**config.mk**
```make
export PLATFORM = sky130hd
export DESIGN_NAME = hsv_core_mem_response
export DESIGN_NICKNAME = d
export VERILOG_FILES = /design/src/rtl/hsv_core_pkg.sv /design/src/rtl/hsv_core_mem_load_align.sv /design/src/rtl/hsv_core_mem_response.sv
export SDC_FILE = /design/constraint.sdc
export NUM_CORES = 1
export LEC_CHECK = 0
export CORE_ASPECT_RATIO = 0.7
export CORE_MARGIN = 4
export CORE_UTILIZATION = 38
export CTS_CLUSTER_DIAMETER = 150
export DETAILED_ROUTE_END_ITERATION = 6
export GPL_ROUTABILITY_DRIVEN = 0
export PLACE_DENSITY = 0.81
export SYNTH_ARGS = -nofsm -noshare
export SYNTH_HDL_FRONTEND = slang
export SYNTH_SLANG_ARGS = --single-unit
```
**constraint.sdc**
```tcl
create_clock -name clk_core -period 1.62 [get_ports clk_core]
set_input_delay 0.243 -clock clk_core [delete_from_list [all_inputs] [get_ports clk_core]]
set_output_delay 0.243 -clock clk_core [all_outputs]
set_load 0.02 [all_outputs]
```
**src/rtl/hsv_core_pkg.sv**
```systemverilog
// Shared types for the ScaleCore-V memory unit: metadata and result records,
// access sizes, exception cause codes and the pending-counter width.
package hsv_core_pkg;

    localparam int MEM_PENDING_DEPTH = 8;
    localparam int TOKEN_W           = 4;

    typedef logic [31:0] word;
    typedef logic [$clog2(MEM_PENDING_DEPTH + 1)-1:0] mem_counter;

    typedef enum logic [1:0] {
        BYTE = 2'd0,
        HALF = 2'd1,
        WORD = 2'd2
    } mem_size_t;

    typedef enum logic {
        DIR_READ  = 1'b0,
        DIR_WRITE = 1'b1
    } mem_dir_t;

    typedef logic [3:0] exc_cause_t;

    localparam exc_cause_t EXC_LOAD_MISALIGNED  = 4'd4;
    localparam exc_cause_t EXC_LOAD_FAULT       = 4'd5;
    localparam exc_cause_t EXC_STORE_MISALIGNED = 4'd6;
    localparam exc_cause_t EXC_STORE_FAULT      = 4'd7;

    // One entry per memory instruction, issued in program order.
    typedef struct packed {
        logic [TOKEN_W-1:0] token;
        mem_dir_t           dir;
        mem_size_t          size;
        logic               is_unsigned;
        logic [1:0]         addr;
        logic               misaligned;
        logic               fence;
    } mem_meta_t;

    typedef struct packed {
        logic [TOKEN_W-1:0] token;
        word                data;
        logic               exception;
        exc_cause_t         cause;
    } mem_result_t;

endpackage

```
**src/rtl/hsv_core_mem_load_align.sv**
```systemverilog
// Load data formatting: moves the addressed byte lane down to bit 0, keeps
// only the access size and sign- or zero-extends to a full word.
module hsv_core_mem_load_align
    import hsv_core_pkg::*;
(
    input  word        data,
    input  mem_size_t  size,
    input  logic [1:0] addr,
    input  logic       is_unsigned,
    output word        result
);

    word  shifted;
    logic sign;

    // Lane shift followed by truncation and extension.
    always_comb begin
        shifted = data >> {addr, 3'b000};
        sign    = 1'b0;
        result  = shifted;
        case (size)
            BYTE: begin
                sign   = ~is_unsigned & shifted[7];
                result = {{24{sign}}, shifted[7:0]};
            end
            HALF: begin
                sign   = ~is_unsigned & shifted[15];
                result = {{16{sign}}, shifted[15:0]};
            end
            default: result = shifted;
        endcase
    end

endmodule

```
**src/rtl/hsv_core_mem_response.sv**
```systemverilog
// Memory unit response stage: matches R/B beats to the in-order metadata
// stream, formats load data, retires pending counters and registers one
// result toward commit. After a flush it drains outstanding AXI responses.
module hsv_core_mem_response
    import hsv_core_pkg::*;
#(
    parameter int PENDING_FIFO_DEPTH = MEM_PENDING_DEPTH
) (
    input  logic        clk_core,
    input  logic        rst_core_n,
    input  logic        flush,

    input  mem_meta_t   meta_i,
    input  logic        meta_valid_i,
    output logic        meta_ready_o,

    input  logic        dmem_r_valid,
    output logic        dmem_r_ready,
    input  word         dmem_r_data,
    input  logic [1:0]  dmem_r_resp,

    input  logic        dmem_b_valid,
    output logic        dmem_b_ready,
    input  logic [1:0]  dmem_b_resp,

    input  mem_counter  pending_reads,
    input  mem_counter  pending_writes,
    output logic        pending_reads_down,
    output logic        pending_writes_down,

    output logic        fence_ready,

    output logic        valid_o,
    input  logic        stall_i,
    output mem_result_t result_o
);

    // The counter type must be able to hold the full FIFO depth.
    if ($clog2(PENDING_FIFO_DEPTH + 1) > $bits(mem_counter)) begin : g_depth_check
        $error("mem_counter too narrow for PENDING_FIFO_DEPTH");
    end

    typedef enum logic {RUN, DRAIN} state_t;

    state_t      state;
    logic        active;      // low until the first edge after reset, keeps readies quiet
    logic        out_free;
    logic        head_mis, head_fence, head_rd, head_wr;
    logic        r_hs, b_hs;
    logic        reads_zero, writes_zero, drained;
    logic        take, emit;
    word         load_data;
    mem_result_t res;
    logic        resp_unused;

    // Only the slave-error bit of the AXI response matters here.
    assign resp_unused = ^{dmem_r_resp[0], dmem_b_resp[0]};

    assign out_free    = ~valid_o | ~stall_i;
    assign fence_ready = (pending_reads == '0) & (pending_writes == '0) & ~valid_o;

    // Classify the head entry; misaligned wins over fence, fence over direction.
    always_comb begin
        head_mis   = meta_valid_i & meta_i.misaligned;
        head_fence = meta_valid_i & ~meta_i.misaligned & meta_i.fence;
        head_rd    = meta_valid_i & ~meta_i.misaligned & ~meta_i.fence & (meta_i.dir == DIR_READ);
        head_wr    = meta_valid_i & ~meta_i.misaligned & ~meta_i.fence & (meta_i.dir == DIR_WRITE);
    end

    // Channel readies never look at dmem_*_valid, so no AXI valid->ready path.
    always_comb begin
        dmem_r_ready = 1'b0;
        dmem_b_ready = 1'b0;
        if (active) begin
            if (state == DRAIN) begin
                dmem_r_ready = 1'b1;
                dmem_b_ready = 1'b1;
            end else begin
                dmem_r_ready = head_rd & out_free;
                dmem_b_ready = head_wr & out_free;
            end
        end
    end

    assign r_hs                = dmem_r_valid & dmem_r_ready;
    assign b_hs                = dmem_b_valid & dmem_b_ready;
    assign pending_reads_down  = r_hs;
    assign pending_writes_down = b_hs;

    // A count that is about to retire its last entry this cycle already counts as empty.
    assign reads_zero  = (pending_reads == '0) | ((pending_reads == mem_counter'(1)) & r_hs);
    assign writes_zero = (pending_writes == '0) | ((pending_writes == mem_counter'(1)) & b_hs);
    assign drained     = reads_zero & writes_zero;

    // The head entry completes this cycle; a flush still lets the beat retire
    // but suppresses the pop and the result.
    assign take = active & (state == RUN) &
                  ((head_mis & out_free) |
                   (head_fence & fence_ready & out_free) |
                   (head_rd & r_hs) |
                   (head_wr & b_hs));
    assign meta_ready_o = take & ~flush;
    assign emit         = meta_ready_o;

    hsv_core_mem_load_align u_load_align (
        .data        (dmem_r_data),
        .size        (meta_i.size),
        .addr        (meta_i.addr),
        .is_unsigned (meta_i.is_unsigned),
        .result      (load_data)
    );

    // Result record for the head entry.
    always_comb begin
        res       = '0;
        res.token = meta_i.token;
        if (head_mis) begin
            res.exception = 1'b1;
            res.cause     = (meta_i.dir == DIR_WRITE) ? EXC_STORE_MISALIGNED : EXC_LOAD_MISALIGNED;
        end else if (head_rd) begin
            if (dmem_r_resp[1]) begin
                res.exception = 1'b1;
                res.cause     = EXC_LOAD_FAULT;
            end else begin
                res.data = load_data;
            end
        end else if (head_wr) begin
            if (dmem_b_resp[1]) begin
                res.exception = 1'b1;
                res.cause     = EXC_STORE_FAULT;
            end
        end
    end

    // RUN/DRAIN state and the registered result port.
    always_ff @(posedge clk_core or negedge rst_core_n) begin
        if (!rst_core_n) begin
            state    <= RUN;
            active   <= 1'b0;
            valid_o  <= 1'b0;
            result_o <= '0;
        end else begin
            active <= 1'b1;
            case (state)
                RUN:     if (flush && !drained) state <= DRAIN;
                DRAIN:   if (!flush && drained) state <= RUN;
                default: state <= RUN;
            endcase
            if (emit) begin
                valid_o  <= 1'b1;
                result_o <= res;
            end else if (flush || !stall_i) begin
                valid_o  <= 1'b0;
            end
        end
    end

endmodule

```
### Yosys cells after proc, flatten, opt, wreduce, memory -nomap -nowiden

Index checks and enable logic that the tools add are counted.

* flip-flop bits (word level): 44
* input port bits: 63
* word-level logic and storage cells: 79

* equal/unequal tests: 3
* shifts and indexed selects: 1
* muxes and demuxes: 19
* bitwise gates (word level): 39
* reductions and logical operators: 10

Operators by type and width (count)
* 32-bit two-way mux: 3
* 32-bit one-hot mux with 2 select lines: 1
* 32-bit by 5-bit >> shifter with 32-bit output: 1
* 1-bit AND: 25
* 5-bit two-way mux: 5
* 4-bit by 1-bit equality test with 1-bit output (second input constant): 2
* 4-bit logical NOT: 2
* 1-bit two-way mux: 8
* 1-bit inverter: 8
* 1-bit bitwise OR: 6
* 1-bit logical NOT: 3
* 2-bit by 1-bit equality test with 1-bit output (second input constant): 1
* 1-bit logical AND: 2
* 2-bit logical NOT: 1
* 2-bit two-way mux: 1
* 1-bit one-hot mux with 2 select lines: 1
* 2-bit nonzero test: 1
* 1-bit logical OR: 1

### Logic depth before layout (Yosys ltp)

Gate-level depths: netlist (run 1).

* word-level depth: 15
* depth in mapped cells: 7
* depth with buffers taken out: 5

### By module

A second synthesis (run 1) with hierarchy kept.

* cells, all modules: 303
* area total of the unflattened synthesis: 2635.0 um2

By module, submodules not included
* hsv_core_mem_response: instances 1, cells each 200, area each 1866.8 um2, sequential area each 1051.0 um2
* hsv_core_mem_load_align: instances 1, cells each 103, area each 768.2 um2, sequential area each 0.0 um2

### Worst setup path before layout (run 1)

Ideal clock, no wire load.

* path kind: register -> register
* start point: register valid_o
* end point: register result_o[8] (netlist name)
* library setup time: 0.128 ns
* data arrival time: 1.856 ns
* required time: 1.492 ns
* path slack: -0.364 ns
* cell stages (with the launch flop): 5
* path buffers: 1
* period minus slack after synthesis: 1.984 ns
* path through: dfrtp_1 -> nor4_2 -> a31oi_1 -> buf_2 -> mux2_1

* elaborated cells between the ends (all ways): 21
* classes of those cells: mux: 4; bitwise: 17

RTL lines
* from (decl): line hsv_core_mem_response.sv:33 `output logic valid_o,`
* from (signal assigned): line hsv_core_mem_response.sv:140 `valid_o <= 1'b0;`
* from (signal assigned): line hsv_core_mem_response.sv:150 `valid_o <= 1'b1;`
* from (signal assigned): line hsv_core_mem_response.sv:153 `valid_o <= 1'b0;`
* 1-bit inverter: line hsv_core_mem_response.sv:60 `assign fence_ready = (pending_reads == '0) & (pending_writes == '0) & ~valid_o;`
* 1-bit AND: line hsv_core_mem_response.sv:60
* via fence_ready: line hsv_core_mem_response.sv:31 `output logic fence_ready,`
* 1-bit AND (2 in a row): line hsv_core_mem_response.sv:99 `(head_fence & fence_ready & out_free) |`
* 1-bit bitwise OR: line hsv_core_mem_response.sv:98 `((head_mis & out_free) |`
* 1-bit bitwise OR: line hsv_core_mem_response.sv:99
* 1-bit bitwise OR: line hsv_core_mem_response.sv:100 `(head_rd & r_hs) |`
* 1-bit AND: line hsv_core_mem_response.sv:97 `assign take = active & (state == RUN) &`
* 1-bit AND: line hsv_core_mem_response.sv:102 `assign meta_ready_o = take & ~flush;`
* to (signal assigned): line hsv_core_mem_response.sv:151 `result_o <= res;`
* to (decl): line hsv_core_mem_response.sv:35 `output mem_result_t result_o`

The timed path passes the listed nets, and every way through them passes these cells.
A chain may end at the register's enable or synchronous reset.

### Worst setup path in the final report (run 1)

* start point: register state
* end point: register result_o[2] (netlist name)

* word-level cells in the longest chain between the ends: 8
* elaborated cells between the ends (all ways): 14
* classes of those cells: mux: 4; bitwise: 10

Ends and longest elaborated chain
* from (decl): line hsv_core_mem_response.sv:45 `state_t state;`
* from (signal assigned): line hsv_core_mem_response.sv:138 `state <= RUN;`
* from (signal assigned): line hsv_core_mem_response.sv:145 `RUN: if (flush && !drained) state <= DRAIN;`
* from (signal assigned): line hsv_core_mem_response.sv:146 `DRAIN: if (!flush && drained) state <= RUN;`
* 1-bit two-way mux: line hsv_core_mem_response.sv:75 `if (state == DRAIN) begin`
* 1-bit two-way mux: line hsv_core_mem_response.sv:74 `if (active) begin`
* 1-bit AND: line hsv_core_mem_response.sv:85 `assign r_hs = dmem_r_valid & dmem_r_ready;`
* 1-bit AND: line hsv_core_mem_response.sv:100
* 1-bit bitwise OR: line hsv_core_mem_response.sv:99
* 1-bit bitwise OR: line hsv_core_mem_response.sv:100
* 1-bit AND (*): line hsv_core_mem_response.sv:97
* 1-bit AND (*): line hsv_core_mem_response.sv:102

Every way passes the cells marked *; elsewhere a longest branch is shown, timed or not.

==> impl_metrics.py, run 1 <==
metrics = {
    "floorplanning": {
        "rows": 24,
        "dieArea_um2": 7950,
        "core_area_um2": 6310,
        "io_pins": 111,
        "start_util_pct": 39.6,
        "die_h_um": 75.8,
        "chipWidth_um": 105,
    },
    "power_and_ir_drop": {
        "p_per_area_nw_per_um2": 519,
        "p_leak_nw": 2.29,
        "irDropWorstVdd_uv": 359,
    },
    "place": {
        "placed_area_um2": 4120,
        "hpwl_mm": 6.21,
        "io_buffers": 107,
    },
    "clock_tree": {
        "path_clk_slew_ns": 0.08,
        "cts_buffers": 5,
        "clk_path_buf_depth": 2,
        "ctsRootBufferMaster": "clkbuf_8",
        "htreeDepth": 2,
        "cts_tree": "built",
        "cts_hold_buffers": 0,
        "cts_sinks": 42,
        "clk_latency_ns": 0.30,
    },
    "cells_and_area": {
        "final_nets": 480,
        "syn_to_final_growth_pct": 86.1,
        "ff_latch_area_um2": 1050,
        "final_core_util_pct": 73.6,
        "multi_input_area_um2": 1570,
        "antenna_cells": 0,
        "num-fill-cells": 404,
        "fin_area_um2": 4640,
        "drive_gt1_share_pct": 41.9,
    },
    "drt": {
        "via_per_inst": 5.30,
        "wirelength_mm": 9.65,
        "drtIter0Drc": 200,
        "drt_drc_violations_left": 0,
        "vias": 2628,
        "drtPass1Iterations": 4,
        "wl_per_cell_um": 19.5,
        "drtAntennaViolNets": 0,
    },
    "grt": {
        "grt_max_degree": 43,
        "grt_pass1_wl_mm": 15.1,
        "grt_pass1_vias": 2883,
        "grt.overflow.total": 0,
        "grt_util_all_layers_pct": 24.7,
        "antenna_found_initial": 0,
    },
    "worst_setup_path": {
        "crit_chain": "nor3b_4 > nand2_1 > a21oi_2 > a31oi_4 > buf_12 > buf_16 > mux2_4",
        "worst-path-buf-inv": 2,
        "required_ns": 1.81,
        "critPathKind": "reg -> reg",
        "reg2reg_slack_ns": -0.10,
        "max_stage_delay_ns": 0.43,
        "slowest_stage": "dfrtp_1",
        "path_delay_family": "flip-flops",
        "cp-start-kind": "flip-flop",
        "worstPathArrival_ns": 1.91,
        "crit_fanout": 8,
        "critPathCaptureType": "flip-flop",
    },
    "synthesis": {
        "ys_ff_latch": 42,
        "synth_ff_type": "dfrtp_1",
        "synth_edf_count": 0,
        "synth_cells": 240,
        "yosys_warnings": 0,
        "yosysUniqueCellTypes": 38,
        "async_flop_share_pct": 100,
        "ys_seq_area_share_pct": 42.1,
        "syn_avg_cell_area_um2": 10.4,
        "syn-num-nets": 303,
        "netlist_area_um2": 2490,
    },
    "timing": {
        "fin_crit_ns": 1.72,
        "max_freq_mhz": 581,
        "rsz0062_at_grt": "yes",
        "period_share_pct": 106,
        "skew_ns": 0.00612,
        "tightest_slew_ns": 0.533,
        "drv_slew": 0,
        "max_slew_margin_pct": 64.4,
        "hold_violations": 0,
        "fin_ws_ns": -0.102,
        "setup_viol": 36,
    },
    "min_path": {
        "min_path_type": "in -> async",
    },
    "run_status": {
        "violations": "setup timing",
        "status": "finished with violations",
    },
    "job": {
        "cap_violations": 0,
    },
}
## through the flow
| step | worst slack (ns) | power, mW | hold slack, ns | cells | TNS [ns] |
|---|---|---|---|---|---|
| 4_1_cts | -0.0403 | 2.39 | 0.0231 | 498 | -0.924 |
| 6_report | -0.102 | 2.41 | 0.00419 | 496 | -2.48 |
| 5_1_grt | -0.153 | 2.52 | 0.0444 | 496 | -4.78 |
| 2_1_floorplan | -0.112 | 1.33 | -0.0526 | 240 | -2.51 |
| 3_5_place_dp | -0.788 | 1.72 | 0.348 | 470 | -29.81 |
| 3_3_place_gp | -0.683 | 1.70 | 0.341 | 470 | -26.22 |
## logic make-up after synthesis
group	Yosys count	synth area share, %
simple gates	53	10.8
other cells	2	0.301
compound gates	45	12.5
buf+inv	34	6.27
flops	42	42.1
fa+ha+maj	1	0.401
mux	63	27.6
## cells in the final DEF (no fill, tap or decap), types with 3 or more instances in the layout
cell              n
a21oi_4           4
dfrtp_1          42
a21oi_2           8
mux2i_1          23
nor2_1           19
clkdlybuf4s50_1  78
nand2_1           9
mux2_4           21
mux2i_2           3
buf_12            3
a21oi_1           7
inv_1            19
clkbuf_8          5
dlygate4sd2_1    11
buf_4            59
a221oi_1          6
buf_16            3
mux2_2           15
buf_2             7
buf_6            17
a211oi_1          6
## Yosys cell counts (3+ instances only)
cell type  number  area share [%]
a211oi_1        7             2.1
a21oi_1        19             3.8
a221oi_1        6             2.1
buf_2           5             1.0
clkbuf_1        4            0.60
dfrtp_1        42              42
inv_1          21             3.2
mux2_1         21             9.5
mux2_2         15             6.8
mux2i_1        26              10
nand2_1        11             1.7
nor2_1         22             3.3
nor2b_1         4             1.0
nor3b_1         3            0.90
o21ai_0         3            0.60
## worst reg2reg max path, cell delays in order, from the launching register on
cell and delay (ns):
dfrtp_1 0.43, nor3b_4 0.23, nand2_1 0.09, a21oi_2 0.18, a31oi_4 0.07, buf_12 0.17
buf_16 0.16, mux2_4 0.30
## final timing paths
check                        startpoint  depth (start not counted)           end
setup / recovery                  state                          7   result_o[2]
hold / removal               rst_core_n                          2   result_o[5]
setup reg to reg                  state                          7   result_o[2]
hold reg to reg            result_o[39]                          1  result_o[39]
max in group asynchronous    rst_core_n                          2  result_o[33]
min in group clk_core         meta_i[1]                          4   result_o[2]
## layer usage
layer  routed length (um)  share of wire (%)  vias to the layer above  track usage (%)
li1                     -                  -                     1209                -
met1                 3860                 40                     1257             28.9
met2                 4770                 49                      136             44.5
met3                  813                8.4                       26             7.03
met4                  206                2.1                        0             9.17
met5                    0                  0                        -                0
## where the power goes
part,leakage (nW),switching [mW],total (mW),internal [mW]
Combinational,1.75,0.292,0.639,0.347
Sequential,0.498,0.0177,1.10,1.08
Clock,0.0452,0.370,0.675,0.304
## state kept, by name, summed over array words and instances (netlist names)
name / cells
active: 1
result_o: 39
state: 1
valid_o: 1
## final cells by class
type                    instances  area share, %
repair buffers                183           37.8
multi-input cells             164           33.9
flip-flops and latches         42           22.6
well taps                      78           2.10
inverters                      21           1.70
clock buffers                   6           1.56
clock inverters                 2          0.296
## repair_timing
item / CTS / global route
gates resized for setup: 124 / 42
endpoints found under the setup margin: 47 / 46
setup buffers: 15 / 2
hold endpoints to repair: 0 / 0
cloned: 5 / 0
pin swaps: 13 / 2
(Power assumes the default switching activity.)
==> run 2, diff against run 1 <==
CAP_MARGIN = 20   (was unset)
==> results of run 2 <==
Final layout, timing and power as in run 1 (identical DEF).
==> edit: new RTL, settings of run 2 <==
Set the package constant `MEM_PENDING_DEPTH` to 16 (it was 8).
--- a/src/rtl/hsv_core_pkg.sv
+++ b/src/rtl/hsv_core_pkg.sv
@@ -4,3 +4,3 @@
 
-    localparam int MEM_PENDING_DEPTH = 8;
+    localparam int MEM_PENDING_DEPTH = 16;
     localparam int TOKEN_W           = 4;
Interface: changed (resized pending_reads and pending_writes); port bits go from 111 to 113. No check against the original RTL was run, so the function may have changed too.
==> edit against run 2 <==
  * The run still ends with negative setup slack left
  * Sequential cell count unchanged
  * Critical endpoint is now meta_ready_o
  * Total power up 1.9%
  * Cell area down 4.9%
  * Global-route usage shrank 3.4 points
  * Cell count rose by 0.20%
  * Highest routed layer is now met5
  * Worst hold slack better by 0.40 ns
  * Wire length fell by 7.5%
  * Sequential power hardly changed
  * Synthesized area grew 2.7%
  * Register-to-register slack lost 0.05 ns
  * Setup slack got worse by 0.14 ns
  * Largest cell class unchanged
  * Largest power group unchanged
==> edit: results (changes against run 2) <==
Status
  • Status: complete, but fails checks
  • Violated checks: negative setup slack

Cells and area
  • Non-clock buffer instance count of the final layout: 164 (-10%)
  • Filler cell count: 482 (+19%)
  • Register Area: 1052 sq um (+0.12%)
  • Multi-input gates: 171 (+4.3%)
  • Fraction of area in multi-input gates: 34.50% (+0.63 points)
  • Clock-cell share: 2.153% (+0.29 points)
  • Non-clock buffers, area share: 35.16% (-2.7 points)
  • Final Net Count: 470 (-2.1%)

Yosys
  • Seq/Total Area, Yosys: 41.04% (-1.1 points)
  • Syn Nets: 319 (+5.3%)
  • Syn Area/Cell: 10.08 sq um (-3.0%)
  • Top cells by area, synth: dfrtp_1 (41%), mux2i_1 (10%), mux2_2 (9.7%), o211ai_1 (4.7%), o32a_1 (3.1%)

Timing
  • WHS: 0.4081 ns (+0.4039 ns)
  • Final setup violation count: 33 (-8.3%)
  • Measured slew at the worst slew-check pin: 0.5405 ns (+0.007070 ns)
  • Post-Route Setup TNS: -5.068 ns (-2.584 ns)
  • Setup slack after layout: -0.2461 ns (-0.1445 ns)
  • Setup Skew: 0.005217 ns (-0.0008988 ns)

Global route
  • Total global routing track utilization: 21.35% (-3.4 points)
  • M3 GR Usage: 5.537% (-1.5 points)
  • Pin count of the biggest net entering global routing: 33 (-23%)
  • Vias in the first global route: 2,659 (-7.8%)

Worst setup path
  • R2R cell count: 8 (+1)
  • Top delay family on crit path: buffers and inverters
  • Max incr delay on CP: 0.46 ns (+0.03 ns)
  • RR Startpoint: valid_o
  • FF-to-FF setup slack: -0.15 ns (-0.05 ns)
  • CP Capture Point: meta_ready_o
  • CP startpoint: pending_reads[2]
  • Worst r2r dst: result_o[39]

Route
  • Starting DRT DRC Count: 109 (-46%)
  • Vias per cell: 5.231 (-1.3%)
  • Top layer in use: met5
  • Metal3 WL: 670 um (-18%)

Pwr
  • Combinational power: 0.638 mW (about the same)
  • Maximum vdd drop: 0.0003165 V (-12%)

Min path
  • Worst Hold Class: input port to flip-flop

Clock tree
  • Setup bufs post-CTS: 8 (-7)

Placed design
  • DP Cell Count: 478 (+1.7%)
edit: cell types whose count changed after synthesis, moves of 6 or more:
cell | before | now
mux2_1 | 21 | 0
o21ai_0 | 3 | 9
nand3b_1 | 0 | 8
nor2_1 | 22 | 5
o32a_1 | 0 | 8
a211oi_1 | 7 | 1
a32oi_1 | 0 | 8
mux2_2 | 15 | 22
and3_1 | 0 | 10
a221oi_1 | 6 | 0
o211ai_1 | 0 | 16
a21oi_1 | 19 | 11
edit: worst min-delay path, delay by kind of cell:
| family | cells | cell delay [ns] |
|---|---|---|
| multiplexers | 1 | 0.13 |
| AO/OA/AOI/OAI | 1 | 0.14 |
| buffers and inverters | 1 | 0.15 |
edit: cell families after synthesis:
| logic type | share of synthesized area, % |
|---|---|
| AOI/OAI and AO/OA | 16.90 |
| other | 0.2932 |
| DFF | 41.04 |
| adders and majority gates | 0.4396 |
| buffers and inverters | 6.790 |
| muxes | 20.71 |
| and+or+nand+nor | 13.83 |
